<file path="config.mk">
export PLATFORM = sky130hd
export DESIGN_NAME = result_drain_flat
export DESIGN_NICKNAME = d
export VERILOG_FILES = /design/src/rtl/result_drain_if.sv /design/src/rtl/result_drain.sv /design/src/flat_wrapper.sv
export SDC_FILE = /design/constraint.sdc
export NUM_CORES = 1
export LEC_CHECK = 0
export ABC_AREA = 1
export CAP_MARGIN = 25
export CORE_AREA = 2 2 190 192
export CTS_CLUSTER_SIZE = 28
export DETAILED_ROUTE_END_ITERATION = 8
export DIE_AREA = 0 0 192 194
export PLACE_DENSITY = 0.63
export SETUP_SLACK_MARGIN = 0.3
export SKIP_CTS_REPAIR_TIMING = 1
export SYNTH_ARGS = -nofsm -noshare
export SYNTH_HDL_FRONTEND = slang
export SYNTH_SLANG_ARGS = --single-unit
</file>
<file path="constraint.sdc">
create_clock -name clk -period 5.32 [get_ports clk]
set_input_delay 0.532 -clock clk [delete_from_list [all_inputs] [get_ports clk]]
set_output_delay 0.532 -clock clk [all_outputs]
set_load 0.02 [all_outputs]
</file>
<file path="src/rtl/result_drain_if.sv">
// result_drain_if: control, dual-BRAM read and output stream bundle for result_drain.
// The master side is the drain engine; the slave side is the surrounding system
// (controller, the two result BRAMs and the DMA stream sink).
interface result_drain_if #(
    parameter int DATA_WIDTH_O = 64,
    parameter int ADDR_WIDTH   = 32
);
    logic                    start;
    logic                    busy;
    logic                    done;
    logic                    bram_clk_b;
    logic                    bram_clk_c;
    logic                    bram_rst_b;
    logic                    bram_rst_c;
    logic                    bram_en_b;
    logic                    bram_en_c;
    logic [7:0]              bram_we_b;
    logic [7:0]              bram_we_c;
    logic [ADDR_WIDTH-1:0]   bram_addr_b;
    logic [ADDR_WIDTH-1:0]   bram_addr_c;
    logic [DATA_WIDTH_O-1:0] bram_dout_b;
    logic [DATA_WIDTH_O-1:0] bram_dout_c;
    logic [DATA_WIDTH_O-1:0] m_tdata;
    logic                    m_tvalid;
    logic                    m_tready;
    logic                    m_tlast;

    modport master (
        input  start, bram_dout_b, bram_dout_c, m_tready,
        output busy, done,
        output bram_clk_b, bram_clk_c, bram_rst_b, bram_rst_c,
        output bram_en_b, bram_en_c, bram_we_b, bram_we_c, bram_addr_b, bram_addr_c,
        output m_tdata, m_tvalid, m_tlast
    );

    modport slave (
        output start, bram_dout_b, bram_dout_c, m_tready,
        input  busy, done,
        input  bram_clk_b, bram_clk_c, bram_rst_b, bram_rst_c,
        input  bram_en_b, bram_en_c, bram_we_b, bram_we_c, bram_addr_b, bram_addr_c,
        input  m_tdata, m_tvalid, m_tlast
    );
endinterface

</file>
<file path="src/rtl/result_drain.sv">
// result_drain: reads the B and C result BRAMs in the order B[0], C[0], B[1], C[1], ...
// and streams the words out over valid/ready. Reads are credit-limited prefetches into
// a small fall-through FIFO so backpressure never drops or duplicates a word.
// Optional feature macro: DRAIN_STALL_CNT_EN adds the stall_cycles output.
module result_drain #(
    parameter int DATA_WIDTH_O = 64,
    parameter int ADDR_WIDTH   = 32,
    parameter int NUM_GROUP    = 257,
    parameter int READ_LATENCY = 1,
    parameter int BUF_DEPTH    = 4
) (
    input  logic clk,
    input  logic rst,
    result_drain_if.master bus
`ifdef DRAIN_STALL_CNT_EN
    ,
    output logic [31:0] stall_cycles
`endif
);
    localparam int TOTAL    = 2 * NUM_GROUP;
    localparam int LAST_IDX = TOTAL - 1;
    localparam int IDX_W    = $clog2(TOTAL + 1);
    // One stage covers the registered bram_en, the rest match the BRAM read latency.
    localparam int PIPE     = READ_LATENCY + 1;
    localparam int PTR_W    = $clog2(BUF_DEPTH);
    localparam int CNT_W    = $clog2(BUF_DEPTH + 1);
    localparam int INF_W    = $clog2(PIPE + 1);

    typedef enum logic [1:0] {IDLE, RUN, DRAIN, DONE} state_t;

    state_t                  state_q;
    logic                    busy_q;
    logic                    done_q;
    logic [IDX_W-1:0]        rd_idx_q;
    logic                    en_b_q;
    logic                    en_c_q;
    logic [ADDR_WIDTH-1:0]   addr_b_q;
    logic [ADDR_WIDTH-1:0]   addr_c_q;
    logic [ADDR_WIDTH-1:0]   addr_d;
    logic [PIPE-1:0]         pipe_vld_q;
    logic [PIPE-1:0]         pipe_port_q;
    logic [PIPE-1:0]         pipe_last_q;
    logic [INF_W-1:0]        inflight;
    logic [DATA_WIDTH_O:0]   fifo_mem_q [BUF_DEPTH];
    logic [PTR_W-1:0]        wr_ptr_q;
    logic [PTR_W-1:0]        rd_ptr_q;
    logic [CNT_W-1:0]        fifo_count_q;
    logic                    fifo_empty;
    logic                    issue;
    logic                    is_last_idx;
    logic                    push;
    logic                    pop;
    logic                    start_ok;
    logic [DATA_WIDTH_O:0]   push_word;
    logic [DATA_WIDTH_O:0]   head_word;

    assign start_ok    = (state_q == IDLE) && bus.start;
    assign is_last_idx = (rd_idx_q == IDX_W'(LAST_IDX));
    // Byte address of the group: 8 bytes per 64-bit word.
    assign addr_d      = ADDR_WIDTH'(rd_idx_q >> 1) << 3;

    // Count reads issued but not yet landed in the FIFO (the credit pool).
    always_comb begin
        inflight = '0;
        for (int i = 0; i < PIPE; i++) begin
            inflight = inflight + INF_W'(pipe_vld_q[i]);
        end
    end

    // Issue at most one read per cycle while credits remain.
    always_comb begin
        issue = (state_q == RUN)
             && (32'(rd_idx_q) < 32'(TOTAL))
             && ((32'(fifo_count_q) + 32'(inflight)) < 32'(BUF_DEPTH));
    end

    // Word returning from the BRAM this cycle, tagged with its last flag.
    assign push      = pipe_vld_q[PIPE-1];
    assign push_word = {pipe_last_q[PIPE-1],
                        pipe_port_q[PIPE-1] ? bus.bram_dout_c : bus.bram_dout_b};

    // Fall-through head: an empty FIFO presents the arriving word directly, so the
    // first beat is visible in the same cycle the BRAM data becomes valid. A stalled
    // word is written into the FIFO at the head slot, so it stays stable.
    assign fifo_empty   = (fifo_count_q == '0);
    assign head_word    = fifo_empty ? push_word : fifo_mem_q[rd_ptr_q];
    assign bus.m_tvalid = !fifo_empty || push;
    assign bus.m_tdata  = head_word[DATA_WIDTH_O-1:0];
    assign bus.m_tlast  = head_word[DATA_WIDTH_O] && bus.m_tvalid;
    assign pop          = bus.m_tvalid && bus.m_tready;

    assign bus.busy        = busy_q;
    assign bus.done        = done_q;
    assign bus.bram_clk_b  = clk;
    assign bus.bram_clk_c  = clk;
    assign bus.bram_rst_b  = rst;
    assign bus.bram_rst_c  = rst;
    assign bus.bram_we_b   = 8'h00;
    assign bus.bram_we_c   = 8'h00;
    assign bus.bram_en_b   = en_b_q;
    assign bus.bram_en_c   = en_c_q;
    assign bus.bram_addr_b = addr_b_q;
    assign bus.bram_addr_c = addr_c_q;

    // Control FSM: sequences a drain and produces the registered busy/done outputs.
    always_ff @(posedge clk) begin
        if (rst) begin
            state_q  <= IDLE;
            busy_q   <= 1'b0;
            done_q   <= 1'b0;
            rd_idx_q <= '0;
        end else begin
            done_q <= 1'b0;
            case (state_q)
                IDLE: begin
                    if (bus.start) begin
                        state_q  <= RUN;
                        busy_q   <= 1'b1;
                        rd_idx_q <= '0;
                    end
                end
                RUN: begin
                    if (issue) begin
                        rd_idx_q <= rd_idx_q + 1'b1;
                        if (is_last_idx) begin
                            state_q <= DRAIN;
                        end
                    end
                end
                DRAIN: begin
                    if (pop && bus.m_tlast) begin
                        state_q <= DONE;
                        done_q  <= 1'b1;
                    end
                end
                DONE: begin
                    state_q <= IDLE;
                    busy_q  <= 1'b0;
                end
                default: begin
                    state_q <= IDLE;
                    busy_q  <= 1'b0;
                end
            endcase
        end
    end

    // Registered BRAM read enables and addresses; only the selected port is enabled.
    always_ff @(posedge clk) begin
        if (rst) begin
            en_b_q   <= 1'b0;
            en_c_q   <= 1'b0;
            addr_b_q <= '0;
            addr_c_q <= '0;
        end else begin
            en_b_q <= issue && !rd_idx_q[0];
            en_c_q <= issue && rd_idx_q[0];
            if (issue && !rd_idx_q[0]) begin
                addr_b_q <= addr_d;
            end
            if (issue && rd_idx_q[0]) begin
                addr_c_q <= addr_d;
            end
        end
    end

    // Tag pipe: follows each read until its data is valid on the BRAM output.
    always_ff @(posedge clk) begin
        if (rst) begin
            pipe_vld_q  <= '0;
            pipe_port_q <= '0;
            pipe_last_q <= '0;
        end else begin
            pipe_vld_q  <= {pipe_vld_q[PIPE-2:0], issue};
            pipe_port_q <= {pipe_port_q[PIPE-2:0], rd_idx_q[0]};
            pipe_last_q <= {pipe_last_q[PIPE-2:0], is_last_idx};
        end
    end

    // FIFO storage, no reset needed: occupancy is tracked by the pointers.
    always_ff @(posedge clk) begin
        if (push) begin
            fifo_mem_q[wr_ptr_q] <= push_word;
        end
    end

    // FIFO pointers and occupancy; a simultaneous push and pop keeps the count.
    always_ff @(posedge clk) begin
        if (rst || start_ok) begin
            wr_ptr_q     <= '0;
            rd_ptr_q     <= '0;
            fifo_count_q <= '0;
        end else begin
            if (push) begin
                wr_ptr_q <= wr_ptr_q + 1'b1;
            end
            if (pop) begin
                rd_ptr_q <= rd_ptr_q + 1'b1;
            end
            case ({push, pop})
                2'b10:   fifo_count_q <= fifo_count_q + 1'b1;
                2'b01:   fifo_count_q <= fifo_count_q - 1'b1;
                default: fifo_count_q <= fifo_count_q;
            endcase
        end
    end

    // Credits must make overflow impossible.
    always_ff @(posedge clk) begin
        if (!rst) begin
            assert (!(push && !pop && (fifo_count_q == CNT_W'(BUF_DEPTH))));
        end
    end

`ifdef DRAIN_STALL_CNT_EN
    logic [31:0] stall_cycles_q;

    // Saturating count of cycles the sink held off a valid beat during a drain.
    always_ff @(posedge clk) begin
        if (rst || start_ok) begin
            stall_cycles_q <= '0;
        end else if (busy_q && bus.m_tvalid && !bus.m_tready && (stall_cycles_q != 32'hFFFF_FFFF)) begin
            stall_cycles_q <= stall_cycles_q + 32'd1;
        end
    end

    assign stall_cycles = stall_cycles_q;
`endif

endmodule
</file>
<file path="src/flat_wrapper.sv">
// flat-port wrapper written by rule: the top's interface ports become plain ports
module result_drain_flat 
#(
    parameter int DATA_WIDTH_O = 64,
    parameter int ADDR_WIDTH   = 32,
    parameter int NUM_GROUP    = 257,
    parameter int READ_LATENCY = 1,
    parameter int BUF_DEPTH    = 4
)
  (clk, rst, bus_start, bus_bram_dout_b, bus_bram_dout_c, bus_m_tready, bus_busy, bus_done, bus_bram_clk_b, bus_bram_clk_c, bus_bram_rst_b, bus_bram_rst_c, bus_bram_en_b, bus_bram_en_c, bus_bram_we_b, bus_bram_we_c, bus_bram_addr_b, bus_bram_addr_c, bus_m_tdata, bus_m_tvalid, bus_m_tlast);
  result_drain_if #(.DATA_WIDTH_O(DATA_WIDTH_O), .ADDR_WIDTH(ADDR_WIDTH)) bus_i ();
  input  logic clk;
  input  logic rst;
  input wire logic [$bits(bus_i.start)-1:0] bus_start;
  input wire logic [$bits(bus_i.bram_dout_b)-1:0] bus_bram_dout_b;
  input wire logic [$bits(bus_i.bram_dout_c)-1:0] bus_bram_dout_c;
  input wire logic [$bits(bus_i.m_tready)-1:0] bus_m_tready;
  output wire logic [$bits(bus_i.busy)-1:0] bus_busy;
  output wire logic [$bits(bus_i.done)-1:0] bus_done;
  output wire logic [$bits(bus_i.bram_clk_b)-1:0] bus_bram_clk_b;
  output wire logic [$bits(bus_i.bram_clk_c)-1:0] bus_bram_clk_c;
  output wire logic [$bits(bus_i.bram_rst_b)-1:0] bus_bram_rst_b;
  output wire logic [$bits(bus_i.bram_rst_c)-1:0] bus_bram_rst_c;
  output wire logic [$bits(bus_i.bram_en_b)-1:0] bus_bram_en_b;
  output wire logic [$bits(bus_i.bram_en_c)-1:0] bus_bram_en_c;
  output wire logic [$bits(bus_i.bram_we_b)-1:0] bus_bram_we_b;
  output wire logic [$bits(bus_i.bram_we_c)-1:0] bus_bram_we_c;
  output wire logic [$bits(bus_i.bram_addr_b)-1:0] bus_bram_addr_b;
  output wire logic [$bits(bus_i.bram_addr_c)-1:0] bus_bram_addr_c;
  output wire logic [$bits(bus_i.m_tdata)-1:0] bus_m_tdata;
  output wire logic [$bits(bus_i.m_tvalid)-1:0] bus_m_tvalid;
  output wire logic [$bits(bus_i.m_tlast)-1:0] bus_m_tlast;
  assign bus_i.start = bus_start;
  assign bus_i.bram_dout_b = bus_bram_dout_b;
  assign bus_i.bram_dout_c = bus_bram_dout_c;
  assign bus_i.m_tready = bus_m_tready;
  assign bus_busy = bus_i.busy;
  assign bus_done = bus_i.done;
  assign bus_bram_clk_b = bus_i.bram_clk_b;
  assign bus_bram_clk_c = bus_i.bram_clk_c;
  assign bus_bram_rst_b = bus_i.bram_rst_b;
  assign bus_bram_rst_c = bus_i.bram_rst_c;
  assign bus_bram_en_b = bus_i.bram_en_b;
  assign bus_bram_en_c = bus_i.bram_en_c;
  assign bus_bram_we_b = bus_i.bram_we_b;
  assign bus_bram_we_c = bus_i.bram_we_c;
  assign bus_bram_addr_b = bus_i.bram_addr_b;
  assign bus_bram_addr_c = bus_i.bram_addr_c;
  assign bus_m_tdata = bus_i.m_tdata;
  assign bus_m_tvalid = bus_i.m_tvalid;
  assign bus_m_tlast = bus_i.m_tlast;
  result_drain #(.DATA_WIDTH_O(DATA_WIDTH_O), .ADDR_WIDTH(ADDR_WIDTH), .NUM_GROUP(NUM_GROUP), .READ_LATENCY(READ_LATENCY), .BUF_DEPTH(BUF_DEPTH)) u_core (.clk(clk), .rst(rst), .bus(bus_i));
endmodule
</file>
==> results.toml, run 1 <==
[run_status]
status = "finished, final reports clean"

[die]
rows = 69
die_w_um = 192
dieArea_um2 = 37200
die_h_um = 194
start_util_pct = 39.6
fp.coreArea_um2 = 35200
pin_count = 286

[timing]
fin_crit_sh_pct = 76.1
setup-violations-final = 0
slew-limit-headroom_pct = 34.8
worstMarginPinSlew_ns = 0.978
finalWorstSetupSlack_ns = 1.27
fin_setup_tns_ns = 0
fmax_mhz = 247
hold_viol_final = 0
drv_slew = 0
rsz0062_at_grt = "no"
period_needed_ns = 4.05
fin_skew_ns = 0.0161

[detailed_routing]
wire_per_inst_um = 16.3
dr_total_vias = 9658
dr.pass1.iters = 5
viasPerCell = 4.91
drt_iter0_markers = 705
drc = 0
drt-total-wl_um = 32100
drt.antenna.violating_nets = 0

[finish]
fin_nets = 1626
drive_gt1_share_pct = 10.5
diodes = 0
fill_cells = 3130
syn2layout_area_growth_pct = 25.2

[pwr]
leakagePower_nw = 6.12
ir_drop_mv = 0.178
powerDensity_nw_per_um2 = 386

[critical_path]
cp-endpoint = "bus_m_tdata[37]"
cp_max_fo = 82
endpoint_kind = "output port"
rr_worst_depth = 9
arrival_ns = 3.52
setup.worst_path.class = "reg2out"
crit_path_start_kind = "register"
r2r_slack_ns = 2.98
critPathSlowestCell = "dfxtp_4"
crit_chain = "clkinv_2 > buf_4 > o21ai_0 > a31oi_1 > clkdlybuf4s50_1"
timing.rr.end = "u_core.state_q[1]$_SDFFE_PP0P_"
cp.required_ns = 4.79
cpPeakStageDelay_ns = 0.65

[placement]
port_buffers = 223
place.gp.congestion = 0.755
dpl.hpwl_um = 19500
place_ws_ns = 1.62

[synthesis]
yosysSeqAreaShare_pct = 63.0
synth_warnings = 0
yosys_register_bits = 309
syn-cell-area_um2 = 13900
ys_types = 36
syn_area_per_cell_um2 = 10.8
netlist_instances = 1289

[grt]
gr-usage-all-layers_pct = 16.8
grt-ovfl-total = 0
grt_pass1_wl_um = 49600
grt_max_degree = 89
first_global_vias = 9351
antenna_found_initial = 0

[clock_network]
clock_latency_ns = 0.62
clkSlewWorstSetupHoldPaths_ns = 0.06
cts_tree = "built"

[flow_run]
maxCapViolCount = 0

[min_path]
hold_path.class = "reg2reg"
hold_start = "u_core.pipe_port_q[0]$_SDFF_PP0_"
-- per-layer routing --
| metal | GRT usage (%) | routed length (um) | vias up |
|---|---|---|---|
| met5 | 0 | 0 | - |
| met4 | 3.76 | 400 | 0 |
| met3 | 3.55 | 2310 | 36 |
| met2 | 29.5 | 15900 | 312 |
| met1 | 21.3 | 13500 | 4564 |
| li1 | - | - | 4746 |
-- area by class of cell --
| cell class | count | area, um2 | area share (%) |
|---|---|---|---|
| inverters | 41 | 161 | 0.925 |
| flip-flops and latches | 309 | 8800 | 50.4 |
| repair buffers | 232 | 2290 | 13.1 |
| well taps | 461 | 577 | 3.30 |
| clock buffers | 47 | 1070 | 6.13 |
| clock inverters | 20 | 189 | 1.08 |
| multi-input cells | 857 | 4370 | 25.0 |
-- how the worst min path moves through the flow --
| stage | slack (ns) | cells after the start | to |
|---|---|---|---|
| after global placement | 0.38 | 2 | u_core.pipe_port_q[1]$_SDFF_PP0_ |
| after global routing | 0.40 | 2 | u_core.pipe_port_q[1]$_SDFF_PP0_ |
| after detailed placement | 0.38 | 2 | u_core.pipe_port_q[1]$_SDFF_PP0_ |
| after floorplan | 0.39 | 2 | u_core.pipe_last_q[1]$_SDFF_PP0_ |
| after CTS | 0.39 | 2 | u_core.pipe_port_q[1]$_SDFF_PP0_ |
| final | 0.39 | 2 | u_core.pipe_port_q[1]$_SDFF_PP0_ |
-- logic make-up (layout without fill, tap and decap cells) --
family	after synthesis	in the layout	synth area share [%]
AOI/OAI and AO/OA	239	239	9.29
xor gates and xnor gates	1	1	0.0628
adders and majority gates	13	13	1.22
buffers and inverters	184	340	7.33
DFF	309	309	63.0
muxes	64	64	5.17
other	1	62	0.0269
and+or+nand+nor	478	478	13.9
-- critical path: cells and delay by family (launching register included) --
family / cells / cell delay, ns
AO/OA/AOI/OAI: 2 / 0.42
flip-flops: 1 / 0.65
buffers and inverters: 3 / 1.77
-- per-stage QoR --
step / instance area (um2) / hold WS, ns / utilization, % / total power, mW / std cells
final: 17500 / 0.390 / 49.6 / 6.73 / 1967
after global placement: 16200 / 0.380 / 46.0 / 4.29 / 1902
after global routing: 17500 / 0.400 / 49.6 / 7.03 / 1967
after floorplan: 14200 / 0.388 / - / 3.78 / 1350
after detailed placement: 16200 / 0.383 / 46.0 / 4.31 / 1902
after CTS: 17500 / 0.392 / 49.6 / 6.80 / 1967
-- cell usage after synthesis --
cell      instances  share of area [%]
inv_1            36               0.97
nor3b_1           6               0.32
buf_4            68                3.7
o21a_1            2               0.11
o21ai_4           1               0.12
nor2_2            3               0.13
a211oi_1          1              0.054
dfxtp_1          49                7.0
xor2_1            1              0.063
conb_1            1              0.027
buf_6             4               0.32
buf_1            15               0.40
clkinv_1          1              0.027
nand3b_1          1              0.054
nor2_4            1              0.081
nand2_1          69                1.9
nand3_2           2               0.14
buf_2            27               0.97
nand3_1          38                1.4
o21ai_0         131                4.7
or2_2             2              0.090
nor3_1            2              0.072
nand2_4           3               0.24
fa_1              1               0.14
nor2_1          348                9.4
clkinv_2          1              0.036
mux2_2           64                5.2
inv_2             3              0.081
and2_1            1              0.045
edfxtp_1        260                 56
ha_1             12                1.1
buf_8             1               0.11
a21oi_1          40                1.4
a31oi_1          64                2.9
nand2_2           2              0.090
clkbuf_1         28               0.75
-- flip-flops by register name, indices dropped and copies added, names as in the netlist, named ones only --
signal / flops
u_core.bus.bram_addr_b: 9
u_core.bus.bram_addr_c: 9
u_core.bus.bram_en_b: 1
u_core.bus.bram_en_c: 1
u_core.bus.busy: 1
u_core.bus.done: 1
u_core.fifo_count_q: 3
u_core.fifo_mem_q: 260
u_core.pipe_last_q: 2
u_core.pipe_port_q: 2
u_core.pipe_vld_q: 2
u_core.rd_idx_q: 10
u_core.rd_ptr_q: 2
u_core.state_q: 2
u_core.wr_ptr_q: 2
-- layout by cell type, fill, tap and decap left out, types with 2 or more instances in the layout --
cell             count
a31oi_1             64
inv_2                3
mux2_2              64
inv_1               31
a21oi_1             40
or2_2                2
o21ai_0            131
nand2_2              2
clkdlybuf4s50_1    223
clkbuf_8             3
edfxtp_1           260
nor3b_1              6
nand3_1             38
dfxtp_1             46
buf_4               11
nor2_2               3
dfxtp_4              2
nand2_4              4
clkinv_1             8
bufinv_16            3
ha_1                12
nor3_1               2
o21a_1               2
conb_1              62
clkbuf_1             2
clkinv_8             2
clkinv_2            14
clkbuf_16           40
nor2_1             348
nand3_2              2
nand2_1             68
-- power by group --
part	switching, mW	total (mW)	leakage (nW)	internal (mW)
clock	0.962	2.54	0.623	1.57
sequential	0.0657	2.79	2.74	2.72
combinational	0.852	1.41	2.76	0.553
total	1.88	6.73	6.12	4.85
No activity file was read; power rests on OpenSTA's default activity.
==> inputs of run 2 (changes only) <==
--- a/config.mk
+++ b/config.mk
@@ -11,7 +11,7 @@
 export CTS_CLUSTER_SIZE = 28
 export DETAILED_ROUTE_END_ITERATION = 8
 export DIE_AREA = 0 0 192 194
-export PLACE_DENSITY = 0.63
+export PLACE_DENSITY = 0.66
 export SETUP_SLACK_MARGIN = 0.3
 export SKIP_CTS_REPAIR_TIMING = 1
 export SYNTH_ARGS = -nofsm -noshare
==> constraint.sdc (replaced) <==
create_clock -name clk -period 3.5 [get_ports clk]
set_input_delay 0.35 -clock clk [delete_from_list [all_inputs] [get_ports clk]]
set_output_delay 0.35 -clock clk [all_outputs]
set_load 0.02 [all_outputs]
==> run 2 against run 1 <==
Combinational power is 60% higher. Via count is 1.8% higher. Die area is the same. Wire length is 9.0% higher. Sequential share of layout area shrank 0.49 points. Worst setup slack worse by 0.83 ns. Clock power is 37% higher. Flip-flop and latch count did not move. Hold slack gained 0.0052 ns. Clock skew rose by 0.0055 ns. Register-to-register slack lost 1.7 ns. Final area is 0.97% higher. Critical endpoint is now bus_m_tdata[49].
==> results.toml, run 2 (synthesized netlist as in run 1, its figures left out) <==
[grt]
grt_max_degree = 131
grt_use_met1_pct = 23.5
gr-usage-all-layers_pct = 17.8
top_usage_layer = "met2"
first_global_vias = 9679
use_met2_pct = 29.8
grt_pass1_wl_um = 52300
antenna_found_initial = 0
grt_util_met3_pct = 3.60
grt-ovfl-total = 0

[finish]
largest_register_ffs = 260
regMostFlops = "u_core.fifo_mem_q"
top_regs = "u_core.fifo_mem_q: 260 flops, u_core.rd_idx_q: 10 flops"
fill_cells = 3135
syn2layout_area_growth_pct = 26.4
diodes = 0
final_cell_area_um2 = 17600
layout_commonest_cell = "nor2_1"
drive_gt1_share_pct = 11.0
final_cell_mix = "nor2_1, edfxtp_1, clkdlybuf4s50_1"
fin_nets = 1636

[clock_network]
clkSlewWorstSetupHoldPaths_ns = 0.06
clock_latency_ns = 0.67
cts_tree = "built"

[die]
die_w_um = 192
pin_count = 286
fp.coreArea_um2 = 35200
rows = 69
dieArea_um2 = 37200
die_h_um = 194
start_util_pct = 39.6

[detailed_routing]
wire_per_inst_um = 17.7
dr.pass1.iters = 5
dr_total_vias = 9835
drc = 0
drt_iter0_markers = 652
drt-total-wl_um = 35000
drt.antenna.violating_nets = 0
viasPerCell = 4.98

[critical_path]
arrival_ns = 2.71
critPathSlowestCell = "clkdlybuf4s50_1"
cpPeakStageDelay_ns = 0.67
setup.worst_path.class = "reg2out"
crit_chain = "inv_4 > buf_16 > o21ai_0 > a31oi_1 > clkdlybuf4s50_1"
cp_max_fo = 58
endpoint_kind = "output port"
crit_path_start_kind = "register"
cp.required_ns = 3.15

[timing]
fin_skew_ns = 0.0216
drv_slew = 0
period_needed_ns = 3.06
slew-limit-headroom_pct = 59.3
fin_crit_sh_pct = 87.5
fmax_mhz = 327
hold_viol_final = 0
worstMarginPinSlew_ns = 0.609
setup-violations-final = 0
rsz0062_at_grt = "no"
fin_setup_tns_ns = 0

[placement]
port_buffers = 223
place.gp.congestion = 0.788
dpl.hpwl_um = 19900
placed_cell_area_um2 = 16400

[pwr]
p_comb_share_pct = 22.7
ir_drop_mv = 0.402
intPower_mw = 7.13
switchingPower_mw = 2.83
powerDensity_nw_per_um2 = 565
leakagePower_nw = 6.19
switching_share_pct = 28.4
seqPwrFrac_pct = 42.3
pwr-share-clk_pct = 35.0

[flow_run]
maxCapViolCount = 0

[run_status]
status = "finished, final reports clean"

[min_path]
hold_path.class = "reg2reg"
## run 2: stage by stage
stage          hold slack (ns)  util, %  worst slack [ns]  power, mW  std cells
2_1_floorplan            0.388        -              1.23       5.75       1350
3_3_place_gp             0.382     46.5             0.892       6.55       1907
3_5_place_dp             0.390     46.5             0.892       6.57       1907
4_1_cts                  0.377     49.5             0.211       10.0       1968
5_1_grt                  0.405     50.0             0.315       10.4       1976
6_report                 0.396     50.0             0.438       9.97       1976
## run 2: critical path: cells and delay by family, from the launching register on
kind	cells	cell delay, ns
flops	1	0.39
compound gates	2	0.47
buf+inv	3	1.17
## run 2: power by group through the flow
stage	Clock [mW]	Combinational (mW)	Sequential [mW]
finish	3.49	2.26	4.21
global placement	0.0767	2.18	4.29
global route	3.73	2.48	4.23
detailed placement	0.0767	2.20	4.30
CTS	3.57	2.21	4.22
floorplan	0.0668	1.41	4.28
## run 2: layout make-up
cell class                 instances  area [um2]  area share (%)
clock buffer                      52        1030            5.83
clock inverter                    11        78.8           0.447
inverter                          41         158           0.894
multi-input combinational        857        4380            24.9
sequential                       309        8800            49.9
tap                              461         577            3.27
timing repair buffer             245        2600            14.8
## run 2: final timing paths
kind,startpoint,to,slack (ns),cells past startpoint
max reg2reg,u_core.pipe_vld_q[1]$_SDFF_PP0_,u_core.fifo_count_q[2]$_SDFFE_PP0P_,1.29,11
max,register,bus_m_tdata[49],0.44,5
min,u_core.pipe_port_q[0]$_SDFF_PP0_,u_core.pipe_port_q[1]$_SDFF_PP0_,0.40,2
min reg2reg,u_core.pipe_port_q[0]$_SDFF_PP0_,u_core.pipe_port_q[1]$_SDFF_PP0_,0.40,2
## run 2: routing by layer
metal	routed length, um	share of wire, %
met5	0	0
met2	16900	48
met1	15000	43
met3	2490	7.1
met4	602	1.7
